===== src/rtl/uart_tx_arbiter.sv =====
// -----------------------------------------------------------------------------
// uart_tx_arbiter
//
// Purpose:
//   Shares one UART transmitter among N_REQ byte-stream requesters. Whole
//   packets are granted round-robin. Each packet goes out as
//       header (8'hA0 | grant_id), payload bytes, XOR checksum
//   where the checksum is the XOR of the header and every payload byte.
//   A packet is cut short after MAX_LEN payload bytes if the requester has not
//   marked one of them as last. len_err pulses when that happens.
//
// Ports:
//   main_clk       system clock
//   reset          asynchronous, active-high reset
//   req_valid[i]   requester i presents a byte
//   req_data       requester i byte on bits [8i+7:8i]
//   req_last[i]    presented byte is the last payload byte of the packet
//   req_ready[i]   one-cycle pulse: requester i byte consumed
//   uart_in_ready  UART transmitter idle
//   uart_in_valid  one-cycle byte-load strobe to the UART
//   uart_in_data   byte to the UART, held until the next strobe
//   busy           packet in progress
//   grant_id       granted requester, meaningful while busy
//   len_err        one-cycle pulse: packet truncated at MAX_LEN
// -----------------------------------------------------------------------------
module uart_tx_arbiter #(
    parameter int N_REQ   = 4,
    parameter int ID_W    = 2,
    parameter int MAX_LEN = 64
) (
    input  logic                 main_clk,
    input  logic                 reset,
    input  logic [N_REQ-1:0]     req_valid,
    input  logic [8*N_REQ-1:0]   req_data,
    input  logic [N_REQ-1:0]     req_last,
    output logic [N_REQ-1:0]     req_ready,
    input  logic                 uart_in_ready,
    output logic                 uart_in_valid,
    output logic [7:0]           uart_in_data,
    output logic                 busy,
    output logic [ID_W-1:0]      grant_id,
    output logic                 len_err
);

    typedef enum logic [1:0] {
        IDLE = 2'd0,
        HDR  = 2'd1,
        DATA = 2'd2,
        CSUM = 2'd3
    } state_t;

    // Width of the rotating search index; one spare bit so rr_ptr + offset
    // never overflows before the wrap correction.
    localparam int SW = ID_W + 1;

    state_t             state_q,      state_d;
    logic [ID_W-1:0]    rr_ptr_q,     rr_ptr_d;
    logic [ID_W-1:0]    grant_q,      grant_d;
    logic [7:0]         csum_q,       csum_d;
    logic [7:0]         count_q,      count_d;
    logic               holdoff_q,    holdoff_d;
    logic               uart_valid_q, uart_valid_d;
    logic [7:0]         uart_data_q,  uart_data_d;
    logic [N_REQ-1:0]   req_ready_q,  req_ready_d;
    logic               len_err_q,    len_err_d;
    logic               busy_q,       busy_d;

    // Per-requester byte lanes.
    logic [7:0] req_byte [N_REQ];

    genvar gi;
    generate
        for (gi = 0; gi < N_REQ; gi++) begin : g_lane
            assign req_byte[gi] = req_data[8*gi +: 8];
        end
    endgenerate

    logic [7:0] grant_byte;
    logic       grant_valid;
    logic       grant_last;

    assign grant_byte  = req_byte[grant_q];
    assign grant_valid = req_valid[grant_q];
    assign grant_last  = req_last[grant_q];

    // Round-robin pick: first valid requester at offset 0, 1, ... from
    // rr_ptr. Scanning offsets downward lets the smallest offset win.
    logic [ID_W-1:0] pick_idx;
    logic            pick_found;
    logic [SW-1:0]   cand_sum;
    logic [ID_W-1:0] cand_idx;

    always_comb begin
        pick_found = 1'b0;
        pick_idx   = '0;
        cand_sum   = '0;
        cand_idx   = '0;
        for (int k = N_REQ - 1; k >= 0; k--) begin
            cand_sum = {1'b0, rr_ptr_q} + SW'(k);
            if (cand_sum >= SW'(N_REQ)) begin
                cand_sum = cand_sum - SW'(N_REQ);
            end
            cand_idx = cand_sum[ID_W-1:0];
            if (req_valid[cand_idx]) begin
                pick_found = 1'b1;
                pick_idx   = cand_idx;
            end
        end
    end

    // The UART reports ready for one more cycle after it latches a byte, so
    // a new load is blocked in the strobe cycle and in the holdoff cycle that
    // follows it. Blocking in the strobe cycle also keeps the current byte
    // from being consumed twice while the requester is still presenting it.
    logic issue_ok;
    assign issue_ok = uart_in_ready && !holdoff_q && !uart_valid_q;

    logic [7:0]      header_byte;
    logic [3:0]      header_id;
    logic [ID_W-1:0] grant_next;

    assign header_id   = 4'(grant_q);
    assign header_byte = 8'hA0 | {4'h0, header_id};
    assign grant_next  = (grant_q == ID_W'(N_REQ - 1)) ? '0 : grant_q + ID_W'(1);

    always_comb begin
        state_d      = state_q;
        rr_ptr_d     = rr_ptr_q;
        grant_d      = grant_q;
        csum_d       = csum_q;
        count_d      = count_q;
        holdoff_d    = uart_valid_q;
        uart_valid_d = 1'b0;
        uart_data_d  = uart_data_q;
        req_ready_d  = '0;
        len_err_d    = 1'b0;

        case (state_q)
            IDLE: begin
                if (pick_found) begin
                    grant_d = pick_idx;
                    csum_d  = 8'h00;
                    count_d = 8'h00;
                    state_d = HDR;
                end
            end

            HDR: begin
                if (issue_ok) begin
                    uart_valid_d = 1'b1;
                    uart_data_d  = header_byte;
                    csum_d       = header_byte;
                    state_d      = DATA;
                end
            end

            DATA: begin
                // A stalled requester keeps the grant; nothing re-arbitrates
                // until its packet is closed.
                if (issue_ok && grant_valid) begin
                    uart_valid_d = 1'b1;
                    uart_data_d  = grant_byte;
                    req_ready_d  = N_REQ'(1) << grant_q;
                    csum_d       = csum_q ^ grant_byte;
                    count_d      = count_q + 8'd1;
                    if (grant_last) begin
                        state_d = CSUM;
                    end else if (count_q == 8'(MAX_LEN - 1)) begin
                        // Any remaining bytes of this requester form a new
                        // packet after the checksum.
                        state_d   = CSUM;
                        len_err_d = 1'b1;
                    end
                end
            end

            CSUM: begin
                if (issue_ok) begin
                    uart_valid_d = 1'b1;
                    uart_data_d  = csum_q;
                    rr_ptr_d     = grant_next;
                    state_d      = IDLE;
                end
            end

            default: begin
                state_d = IDLE;
            end
        endcase

        busy_d = (state_d != IDLE);
    end

    always_ff @(posedge main_clk or posedge reset) begin
        if (reset) begin
            state_q      <= IDLE;
            rr_ptr_q     <= '0;
            grant_q      <= '0;
            csum_q       <= 8'h00;
            count_q      <= 8'h00;
            holdoff_q    <= 1'b0;
            uart_valid_q <= 1'b0;
            uart_data_q  <= 8'h00;
            req_ready_q  <= '0;
            len_err_q    <= 1'b0;
            busy_q       <= 1'b0;
        end else begin
            state_q      <= state_d;
            rr_ptr_q     <= rr_ptr_d;
            grant_q      <= grant_d;
            csum_q       <= csum_d;
            count_q      <= count_d;
            holdoff_q    <= holdoff_d;
            uart_valid_q <= uart_valid_d;
            uart_data_q  <= uart_data_d;
            req_ready_q  <= req_ready_d;
            len_err_q    <= len_err_d;
            busy_q       <= busy_d;
        end
    end

    assign req_ready     = req_ready_q;
    assign uart_in_valid = uart_valid_q;
    assign uart_in_data  = uart_data_q;
    assign busy          = busy_q;
    assign grant_id      = grant_q;
    assign len_err       = len_err_q;

endmodule

===== config.mk =====
export PLATFORM = sky130hd
export DESIGN_NAME = uart_tx_arbiter
export DESIGN_NICKNAME = d
export VERILOG_FILES = /design/src/rtl/uart_tx_arbiter.sv
export SDC_FILE = /design/constraint.sdc
export NUM_CORES = 1
export LEC_CHECK = 0
export CORE_MARGIN = 8
export CORE_UTILIZATION = 44
export CTS_BUF_LIST = sky130_fd_sc_hd__clkbuf_4 sky130_fd_sc_hd__clkbuf_8
export DETAILED_ROUTE_END_ITERATION = 10
export HOLD_SLACK_MARGIN = 0.1
export PLACE_DENSITY = 0.81
export SYNTH_ARGS = -nofsm -noshare
export SYNTH_HDL_FRONTEND = slang
export SYNTH_SLANG_ARGS = --single-unit

===== constraint.sdc =====
create_clock -name main_clk -period 3.1 [get_ports main_clk]
set_input_delay 0.775 -clock main_clk [delete_from_list [all_inputs] [get_ports main_clk]]
set_output_delay 0.775 -clock main_clk [all_outputs]
set_load 0.05 [all_outputs]

==> results of run 1 <==
## state kept, by name, summed over array words and instances (netlist names)
name           cells
busy               1
count_q            8
csum_q             8
grant_id           2
holdoff_q          1
len_err            1
req_ready          4
rr_ptr_q           2
state_q            2
uart_in_data       8
uart_in_valid      1
## through the flow
stage          util [%]  instances  cell area [sq um]
2_1_floorplan         -        224               2370
3_3_place_gp       59.2        350               3040
3_5_place_dp       59.2        350               3040
4_1_cts            61.4        358               3160
5_1_grt            61.4        358               3160
6_report           61.4        358               3160
## worst register-to-register path: cells and delay by family (launching register included)
| kind | cells | cell delay (ps) |
|---|---|---|
| buffers and inverters | 1 | 300 |
| flip-flops | 1 | 570 |
| AND/OR/NAND/NOR | 1 | 320 |
| multiplexers | 1 | 640 |
| AO/OA/AOI/OAI | 2 | 260 |
## cell usage in the layout (no fill, tap or decap), types with 3 or more instances in the layout
cell type	netlist	layout
o21ai_0	12	12
mux4_1	6	6
buf_4	0	7
o21bai_1	3	3
a22o_1	4	4
nor3_1	3	3
or3_1	4	4
o211ai_1	4	4
nand2_1	21	21
and2_1	5	5
mux2_2	9	9
nand4_1	4	4
nand3_1	6	6
a22oi_1	3	3
mux4_2	4	4
or2_2	3	3
nor2_1	7	7
clkbuf_8	0	5
a21oi_1	17	17
o21a_1	4	4
a31oi_1	5	5
clkdlybuf4s50_1	0	59
ha_1	11	11
inv_1	10	10
nor2b_1	3	3
dfrtp_1	38	38
## layer usage
layer / routed length [um] / up-vias
li1: - / 984
met5: 0 / -
met1: 2620 / 983
met3: 415 / 6
met2: 2760 / 77
met4: 79 / 0
## cell families (layout without fill, tap and decap cells)
group / after synthesis / after routing / synth area share [%]
buf+inv: 20 / 84 / 4.01
flops: 38 / 38 / 40.1
simple gates: 65 / 65 / 14.5
fa+ha+maj: 11 / 11 / 5.81
compound gates: 69 / 69 / 20.0
mux: 21 / 21 / 15.6
## power breakdown
| group | switching [W] | internal (W) | total [W] |
|---|---|---|---|
| logic | 0.000787 | 0.000566 | 0.00135 |
| clock network | 0.000168 | 0.000258 | 0.000427 |
| registers | 0.000112 | 0.000619 | 0.000730 |
## synthesized netlist by cell type, drive strengths merged, types with 2 or more instances
master and count:
ha 11, clkbuf 3, a22oi 3, o221ai 2
buf 7, mux4 10, mux2 9, nand2 21
o211ai 4, nand4 4, nor2 7, nor2b 3
o31ai 2, nor3b 2, a31oi 5, o21a 5
dfrtp 38, a22o 4, nand3 6, a32o 2
or4 2, o21bai 3, inv 10, and2 6
or3 4, mux2i 2, or2 3, o21ai 12
nor3 3, a21oi 18
## layout make-up
| class | instances | area [sq um] | share of cell area, % |
|---|---|---|---|
| multi-input cells | 166 | 1320 | 41.9 |
| flip-flops and latches | 38 | 951 | 30.1 |
| repair buffers | 66 | 643 | 20.4 |
| well taps | 70 | 87.6 | 2.77 |
| clock buffers | 7 | 83.8 | 2.66 |
| inverters | 10 | 37.5 | 1.19 |
| clock inverters | 1 | 30.0 | 0.951 |
## path summary, 6_finish.rpt
check                               end  slack [ps]  cells after the start
min                           holdoff_q         440                      0
max in group asynchronous     csum_q[1]        1880                      3
min in group asynchronous  req_ready[2]         900                      3
min reg2reg                   holdoff_q         440                      0
max reg2reg                   csum_q[5]         960                      5
max                          count_q[6]         520                      6
==> flow_metrics.py, run 1 <==
metrics = {
    "grt": {
        "grtUsageMet1_pct": 20.6,
        "grt_usage_pct": 15.9,
        "grt_pass1_vias": 2124,
        "met2_usage_pct": 24.8,
        "grt_max_degree": 39,
        "use_met3_pct": 4.32,
        "top_usage_layer": "met2",
        "antenna_found_initial": 0,
        "grt_pass1_wl_mm": 9.89,
        "grt_overflow": 0,
    },
    "clock_network": {
        "clock-sinks": 38,
        "cts_setup_buffers": 0,
        "cts_made_buffers": 5,
        "path_clk_slew_ps": 70,
        "clock_insertion_delay_worst_skew_ps": 290,
        "cts_hold_buf": 0,
        "htreeDepth": 2,
        "cts_buffer_depth": 2,
        "cts_resized": 0,
        "clockRootBuffer": "clkbuf_8",
        "cts_tree": "done",
    },
    "worst_setup_path": {
        "worstPathRequired_ps": 3310,
        "cp_top_family": "simple AND/OR/NAND/NOR gates",
        "crit_chain": "clkdlybuf4s50_1, nor3b_2, o2111ai_2, buf_4, or3_1, a21oi_1",
        "cp_max_fo": 12,
        "crit_buf_inv": 2,
        "startpoint_type": "input pin",
        "cpPeakStageDelay_ps": 490,
        "worstPathArrival_ps": 2790,
        "critPathLaunch": "uart_in_ready",
        "crit_path_end_kind": "flip-flop",
        "setup.worst_path.class": "input pin to flip-flop",
        "r2r-start": "grant_id[0]",
        "critPathSlowestCell": "nor3b_2",
    },
    "die": {
        "fp.dieArea_sq_um": 7990,
        "core-area_sq_um": 5140,
        "fp.dieW_um": 89.4,
        "io_pins": 60,
        "die_h_um": 89.4,
        "start_util_pct": 46.1,
        "row_count": 26,
    },
    "timing": {
        "period_needed_ps": 2580,
        "max_freq_mhz": 388,
        "slew_violations": 0,
        "timing.final.ws_setup_ps": 521,
        "holdWs_ps": 442,
        "period_share_pct": 83.2,
        "setup_viol": 0,
        "rsz0062_at_grt": "false",
        "clock_skew_ps": 2.03,
        "tns_ps": 0,
        "hold_viol": 0,
        "max_slew_margin_pct": 61.5,
        "worst_pin_slew_ps": 572,
    },
    "layout": {
        "nets": 341,
        "nFillCells": 438,
        "antenna_cells": 0,
        "drive_above_1_share_pct": 12.8,
        "syn_to_final_growth_pct": 33.2,
    },
    "synth": {
        "synthFlopType": "dfrtp_1",
        "yosysUniqueCellTypes": 51,
        "syn_nets": 278,
        "syn_inst": 224,
        "synth_area_leader_cell": "dfrtp_1",
        "synth-warning-count": 0,
        "synth-edff-count": 0,
        "yosysSeqAreaShare_pct": 40.1,
        "syn_area_per_cell_sq_um": 10.6,
        "synth_area_leaders": "dfrtp_1 40%, mux4_1 6.7%, ha_1 5.8%",
        "synthesis.area_sq_um": 2370,
        "ys_async_sr_fraction_pct": 100,
        "synth_seq_cells": 38,
        "netlist.area_leader.share_pct": 40.1,
    },
    "drt": {
        "routed_wl_mm": 5.88,
        "first_pass_iters": 4,
        "vias": 2050,
        "routedWlPerCell_um": 16.4,
        "post-route-drc-count": 0,
        "vias_per_cell": 5.73,
        "antenna_left": 0,
        "drtIter0Drc": 158,
    },
    "worst_hold_path": {
        "hold_start": "uart_in_valid",
        "hp-class": "flip-flop to flip-flop",
    },
    "power_and_ir_drop": {
        "total_power_w": 0.00251,
        "power.density_nw_per_um2": 795,
        "p_leak_nw": 1.31,
        "ir_drop_mv": 0.532,
    },
    "job": {
        "maxCapViolations": 0,
    },
    "placed_design": {
        "dpl_worst_slack_ps": 236,
        "dp_hpwl_mm": 4.54,
        "gp_congestion": 0.846,
        "io_buffer_count": 59,
    },
    "status": {
        "status": "finished, final reports clean",
    },
}
Note: power is estimated with default switching activity, not from simulation.
==> run 2, diff against run 1 <==
==> constraint.sdc (replaced) <==
create_clock -name main_clk -period 2.55 [get_ports main_clk]
set_input_delay 0.6375 -clock main_clk [delete_from_list [all_inputs] [get_ports main_clk]]
set_output_delay 0.6375 -clock main_clk [all_outputs]
set_load 0.05 [all_outputs]
==> run 2 against run 1 <==
Compared with the run above:
- sequential cell count stayed put
- clock skew is 5.2 ps higher
- via count is 2.6% higher
- combinational power is 27% higher
- largest cell class unchanged
- die area stayed put
- sequential power is 21% higher
- design area is 2.1% higher
- non-clock buffer count is 9 higher
- register-to-register slack worse by 590 ps
- count of clock-buffer cells in the layout stayed put
==> flow_metrics.py, run 2 (synthesized netlist as in run 1, its figures left out) <==
metrics = {
    "die": {
        "row_count": 26,
        "fp.dieArea_sq_um": 7990,
        "fp.dieW_um": 89.4,
        "core-area_sq_um": 5140,
        "die_h_um": 89.4,
        "io_pins": 60,
        "start_util_pct": 46.1,
    },
    "power_and_ir_drop": {
        "power_frac_clock_pct": 14.9,
        "p_leak_nw": 1.35,
        "ir_drop_mv": 0.548,
        "power.density_nw_per_um2": 945,
        "seq_power_share_pct": 29.0,
        "switching_share_pct": 43.6,
        "p_sw_w": 0.00133,
        "internal-power_w": 0.00172,
        "combPwrFrac_pct": 56.1,
    },
    "timing": {
        "max_freq_mhz": 447,
        "slew_violations": 0,
        "period_needed_ps": 2240,
        "max_slew_margin_pct": 63.4,
        "clock_skew_ps": 7.24,
        "period_share_pct": 87.8,
        "holdWs_ps": 451,
        "timing.final.ws_setup_ps": 312,
        "rsz0062_at_grt": "false",
        "worst_pin_slew_ps": 547,
        "setup_viol": 0,
        "hold_viol": 0,
    },
    "placed_design": {
        "place_inst": 359,
        "io_buffer_count": 59,
        "dpl_worst_slack_ps": -38.6,
        "dp_hpwl_mm": 4.47,
        "gp_congestion": 0.888,
    },
    "clock_network": {
        "cts_setup_buffers": 0,
        "cts_resized": 0,
        "clock-sinks": 38,
        "cts_tree": "done",
        "cts_hold_buf": 0,
        "htreeDepth": 2,
        "cts_buffer_depth": 2,
        "clock_insertion_delay_worst_skew_ps": 300,
        "path_clk_slew_ps": 70,
        "cts_made_buffers": 5,
        "clockRootBuffer": "clkbuf_8",
    },
    "status": {
        "status": "finished, final reports clean",
    },
    "drt": {
        "routedWlPerCell_um": 16.2,
        "vias": 2103,
        "vias_per_cell": 5.73,
        "antenna_left": 0,
        "drtIter0Drc": 140,
        "routed_wl_mm": 5.96,
        "first_pass_iters": 4,
        "post-route-drc-count": 0,
    },
    "worst_hold_path": {
        "min_to": "holdoff_q",
        "hold_depth": 0,
        "hold_start": "uart_in_valid",
        "hp-class": "flip-flop to flip-flop",
    },
    "worst_setup_path": {
        "cp_max_fo": 10,
        "worstPathArrival_ps": 2410,
        "r2r_end": "uart_in_data[6]",
        "reg2regPathDepth": 5,
        "startpoint_type": "input pin",
        "r2r-start": "state_q[0]",
        "crit_path_end_kind": "flip-flop",
        "setup.worst_path.class": "input pin to flip-flop",
        "rrSetupSlack_ps": 370,
        "worstPathRequired_ps": 2720,
    },
    "grt": {
        "grt_usage_pct": 16.1,
        "grt_max_degree": 39,
        "grt_overflow": 0,
        "antenna_found_initial": 0,
        "grt_pass1_wl_mm": 9.95,
        "grt_pass1_vias": 2176,
    },
    "layout": {
        "layout_commonest_cell": "clkdlybuf4s50_1",
        "layout.cells.non_filler": 367,
        "antenna_cells": 0,
        "nets": 350,
        "syn_to_final_growth_pct": 36.1,
        "drive_above_1_share_pct": 16.8,
        "final_cell_mix": "57 x clkdlybuf4s50_1, 38 x dfrtp_1, 21 x nand2_1",
        "utilization_pct": 62.7,
    },
    "job": {
        "maxCapViolations": 0,
    },
}
==> run 2: cell types whose count changed in the layout (fill, tap and decap cells not counted), sizes merged <==
cell / delta
clkdlybuf4s50: -2
clkinv: +1
bufinv: -1
buf: +11
==> run 2: stage by stage <==
step	instance area, sq um	total power, W	TNS [ps]
floorplan	2370	0.00206	0
global placement	3120	0.00254	0
detailed placement	3120	0.00259	-171
CTS	3210	0.00304	0
global route	3220	0.00323	0
finish	3220	0.00305	0
==> run 2: cell type report <==
cell class	count	area, sq um
flip-flops and latches	38	951
clock buffers	7	90.1
inverters	10	37.5
repair buffers	75	718
multi-input cells	166	1340
clock inverters	1	5.00
well taps	70	87.6
fillers	439	1920
==> run 2: worst max-delay path by stage <==
| stage | start | end | cells after the start |
|---|---|---|---|
| floorplan | grant_id[0] | csum_q[5] | 6 |
| global placement | req_valid[2] | csum_q[5] | 6 |
| detailed placement | req_valid[2] | csum_q[5] | 6 |
| CTS | state_q[0] | csum_q[6] | 6 |
| global route | req_valid[3] | count_q[2] | 6 |
| finish | req_valid[3] | count_q[6] | 6 |
==> run 2: power groups by stage <==
stage	Sequential [W]	Combinational, W	Clock [W]
floorplan	0.00113	0.000930	0
finish	0.000884	0.00171	0.000454
global route	0.000910	0.00184	0.000478
CTS	0.000884	0.00170	0.000453
detailed placement	0.000896	0.00169	0
global placement	0.000888	0.00166	0
==> run 2: routing by layer <==
metal	vias to the layer above	track usage, %	wire length (um)	share of wire [%]
met5	-	0	0	0
met4	0	8.46	125	2.1
met3	12	3.03	416	7.0
met2	84	24.8	2720	46
met1	1010	20.9	2700	45
li1	997	-	-	-
==> run 2: critical path: stages <==
cell	delay (ps)
clkdlybuf4s50_1	500
or4_1	620
o2111ai_2	270
buf_4	200
or3_1	120
a21oi_1	60
==> run 3, diff against run 2 <==
--- a/config.mk
+++ b/config.mk
@@ -10,6 +10,7 @@
 export CTS_BUF_LIST = sky130_fd_sc_hd__clkbuf_4 sky130_fd_sc_hd__clkbuf_8
 export DETAILED_ROUTE_END_ITERATION = 10
 export HOLD_SLACK_MARGIN = 0.1
+export MAX_ROUTING_LAYER = met4
 export PLACE_DENSITY = 0.81
 export SYNTH_ARGS = -nofsm -noshare
 export SYNTH_HDL_FRONTEND = slang
==> run 3 against run 2 <==
Compared with the run above:
- maximum frequency decreased by 3.2%
- first-iteration DRC count is 14% higher
- non-clock buffer count did not move
- count of clock-buffer cells in the layout unchanged
- sequential power about the same
- clock skew is 1.5 ps lower
- global-route usage up 0.14 points
==> flow_metrics.py, run 3 (synthesized netlist as in run 1, its figures left out) <==
metrics = {
    "layout": {
        "layout_commonest_cell": "clkdlybuf4s50_1",
        "ff_latch_area_sq_um": 951,
        "drive_above_1_share_pct": 16.6,
        "layout.cells.non_filler": 366,
        "multi_input_area_sq_um": 1340,
        "nFillCells": 449,
        "antenna_cells": 0,
        "utilization_pct": 62.5,
        "syn_to_final_growth_pct": 35.6,
        "final_cell_mix": "57 x clkdlybuf4s50_1, 38 x dfrtp_1, 21 x nand2_1",
        "nets": 350,
    },
    "placed_design": {
        "dp_hpwl_mm": 4.54,
        "place_inst": 359,
        "gp_congestion": 0.901,
        "dpl_worst_slack_ps": -68.9,
        "io_buffer_count": 59,
    },
    "clock_network": {
        "cts_setup_buffers": 0,
        "path_clk_slew_ps": 70,
        "clock_insertion_delay_worst_skew_ps": 290,
        "cts_buffer_depth": 2,
        "clock-sinks": 38,
        "clockRootBuffer": "clkbuf_8",
        "cts_tree": "done",
        "cts_made_buffers": 5,
        "htreeDepth": 2,
    },
    "die": {
        "row_count": 26,
        "core-area_sq_um": 5140,
        "die_h_um": 89.4,
        "io_pins": 60,
        "fp.dieW_um": 89.4,
        "start_util_pct": 46.1,
        "fp.dieArea_sq_um": 7990,
    },
    "power_and_ir_drop": {
        "power_frac_clock_pct": 13.4,
        "p_leak_nw": 1.34,
        "switching_share_pct": 43.4,
        "combPwrFrac_pct": 57.1,
        "internal-power_w": 0.00170,
        "ir_drop_mv": 0.704,
        "seq_power_share_pct": 29.5,
        "power.density_nw_per_um2": 936,
        "p_sw_w": 0.00130,
    },
    "drt": {
        "first_pass_iters": 4,
        "vias_per_cell": 5.69,
        "post-route-drc-count": 0,
        "antenna_left": 0,
        "vias": 2081,
        "routed_wl_mm": 5.94,
        "drtIter0Drc": 160,
        "routedWlPerCell_um": 16.2,
    },
    "timing": {
        "rsz0062_at_grt": "false",
        "timing.final.ws_setup_ps": 238,
        "max_freq_mhz": 432,
        "slew_violations": 0,
        "holdWs_ps": 448,
        "setup_viol": 0,
        "period_share_pct": 90.7,
        "tns_ps": 0,
        "hold_viol": 0,
        "period_needed_ps": 2310,
        "max_slew_margin_pct": 62.7,
        "worst_pin_slew_ps": 559,
        "clock_skew_ps": 5.73,
    },
    "worst_setup_path": {
        "critPathSlowestCell": "or4_1",
        "worstPathArrival_ps": 2530,
        "crit_chain": "clkdlybuf4s50_1, or4_1, o2111ai_2, buf_4, o21ai_0, a21oi_1",
        "cpPeakStageDelay_ps": 640,
        "worstPathRequired_ps": 2760,
        "crit_path_end_kind": "flip-flop",
        "startpoint_type": "input pin",
        "setup.worst_path.class": "input pin to flip-flop",
        "cp_max_fo": 11,
    },
    "job": {
        "maxCapViolations": 0,
    },
    "worst_hold_path": {
        "hp-class": "flip-flop to flip-flop",
    },
    "grt": {
        "grt_overflow": 0,
        "grt_pass1_vias": 2215,
        "grt_pass1_wl_mm": 9.93,
        "grt_usage_pct": 16.2,
        "grt_max_degree": 39,
        "antenna_found_initial": 0,
    },
    "status": {
        "status": "finished, final reports clean",
    },
}
run 3: power by group through the flow:
stage                     logic, W  clock network (W)  registers, W
after floorplan           0.000930                  0       0.00113
after global placement     0.00166                  0      0.000890
after detailed placement   0.00171                  0      0.000895
after CTS                  0.00171           0.000412      0.000886
after global routing       0.00184           0.000441      0.000908
final                      0.00172           0.000402      0.000887
run 3: cell type report:
cell class / instances / share of cell area, %
Multi-Input combinational cell: 166 / 41.5
Sequential cell: 38 / 29.6
Timing Repair Buffer: 75 / 22.4
Tap cell: 70 / 2.73
Clock buffer: 7 / 2.61
Inverter: 10 / 1.17
run 3: metrics by stage:
| step | total power [W] | instance area (sq um) |
|---|---|---|
| 3_5_place_dp | 0.00260 | 3120 |
| 4_1_cts | 0.00301 | 3200 |
| 3_3_place_gp | 0.00255 | 3120 |
| 5_1_grt | 0.00319 | 3210 |
| 2_1_floorplan | 0.00206 | 2370 |
| 6_report | 0.00301 | 3210 |
run 3: critical path, delay by kind of cell:
kind / cells / cell delay [ps]
buffers and inverters: 2 / 730
AOI/OAI and AO/OA: 3 / 520
and+or+nand+nor: 1 / 640
run 3: what timing repair did:
action                     in CTS  in global routing
hold endpoints to repair        0                  0
setup endpoints to repair       0                  3
hold buffers                    0                  0
resized for setup               0                  2
run 3: per-layer routing:
metal / wire (um) / share of wire, % / GRT usage, % / vias to the layer above
met3: 307 / 5.2 / 3.58 / 5
met1: 2630 / 44 / 19.7 / 1005
met5: 0 / 0 / - / -
met2: 2930 / 49 / 25.7 / 70
met4: 74 / 1.2 / 6.34 / 0
li1: - / - / - / 1001
run 3: worst paths after layout:
path | start | end | slack [ps] | cells after the start
worst max-delay path | req_valid[3] | count_q[7] | 240 | 6
worst max register to register | state_q[0] | uart_in_data[0] | 380 | 5
min in group asynchronous | reset | count_q[2] | 750 | 3
worst min-delay path | uart_in_valid | holdoff_q | 450 | 0
worst min register to register | uart_in_valid | holdoff_q | 450 | 0
max in group asynchronous | reset | uart_in_data[7] | 1450 | 3
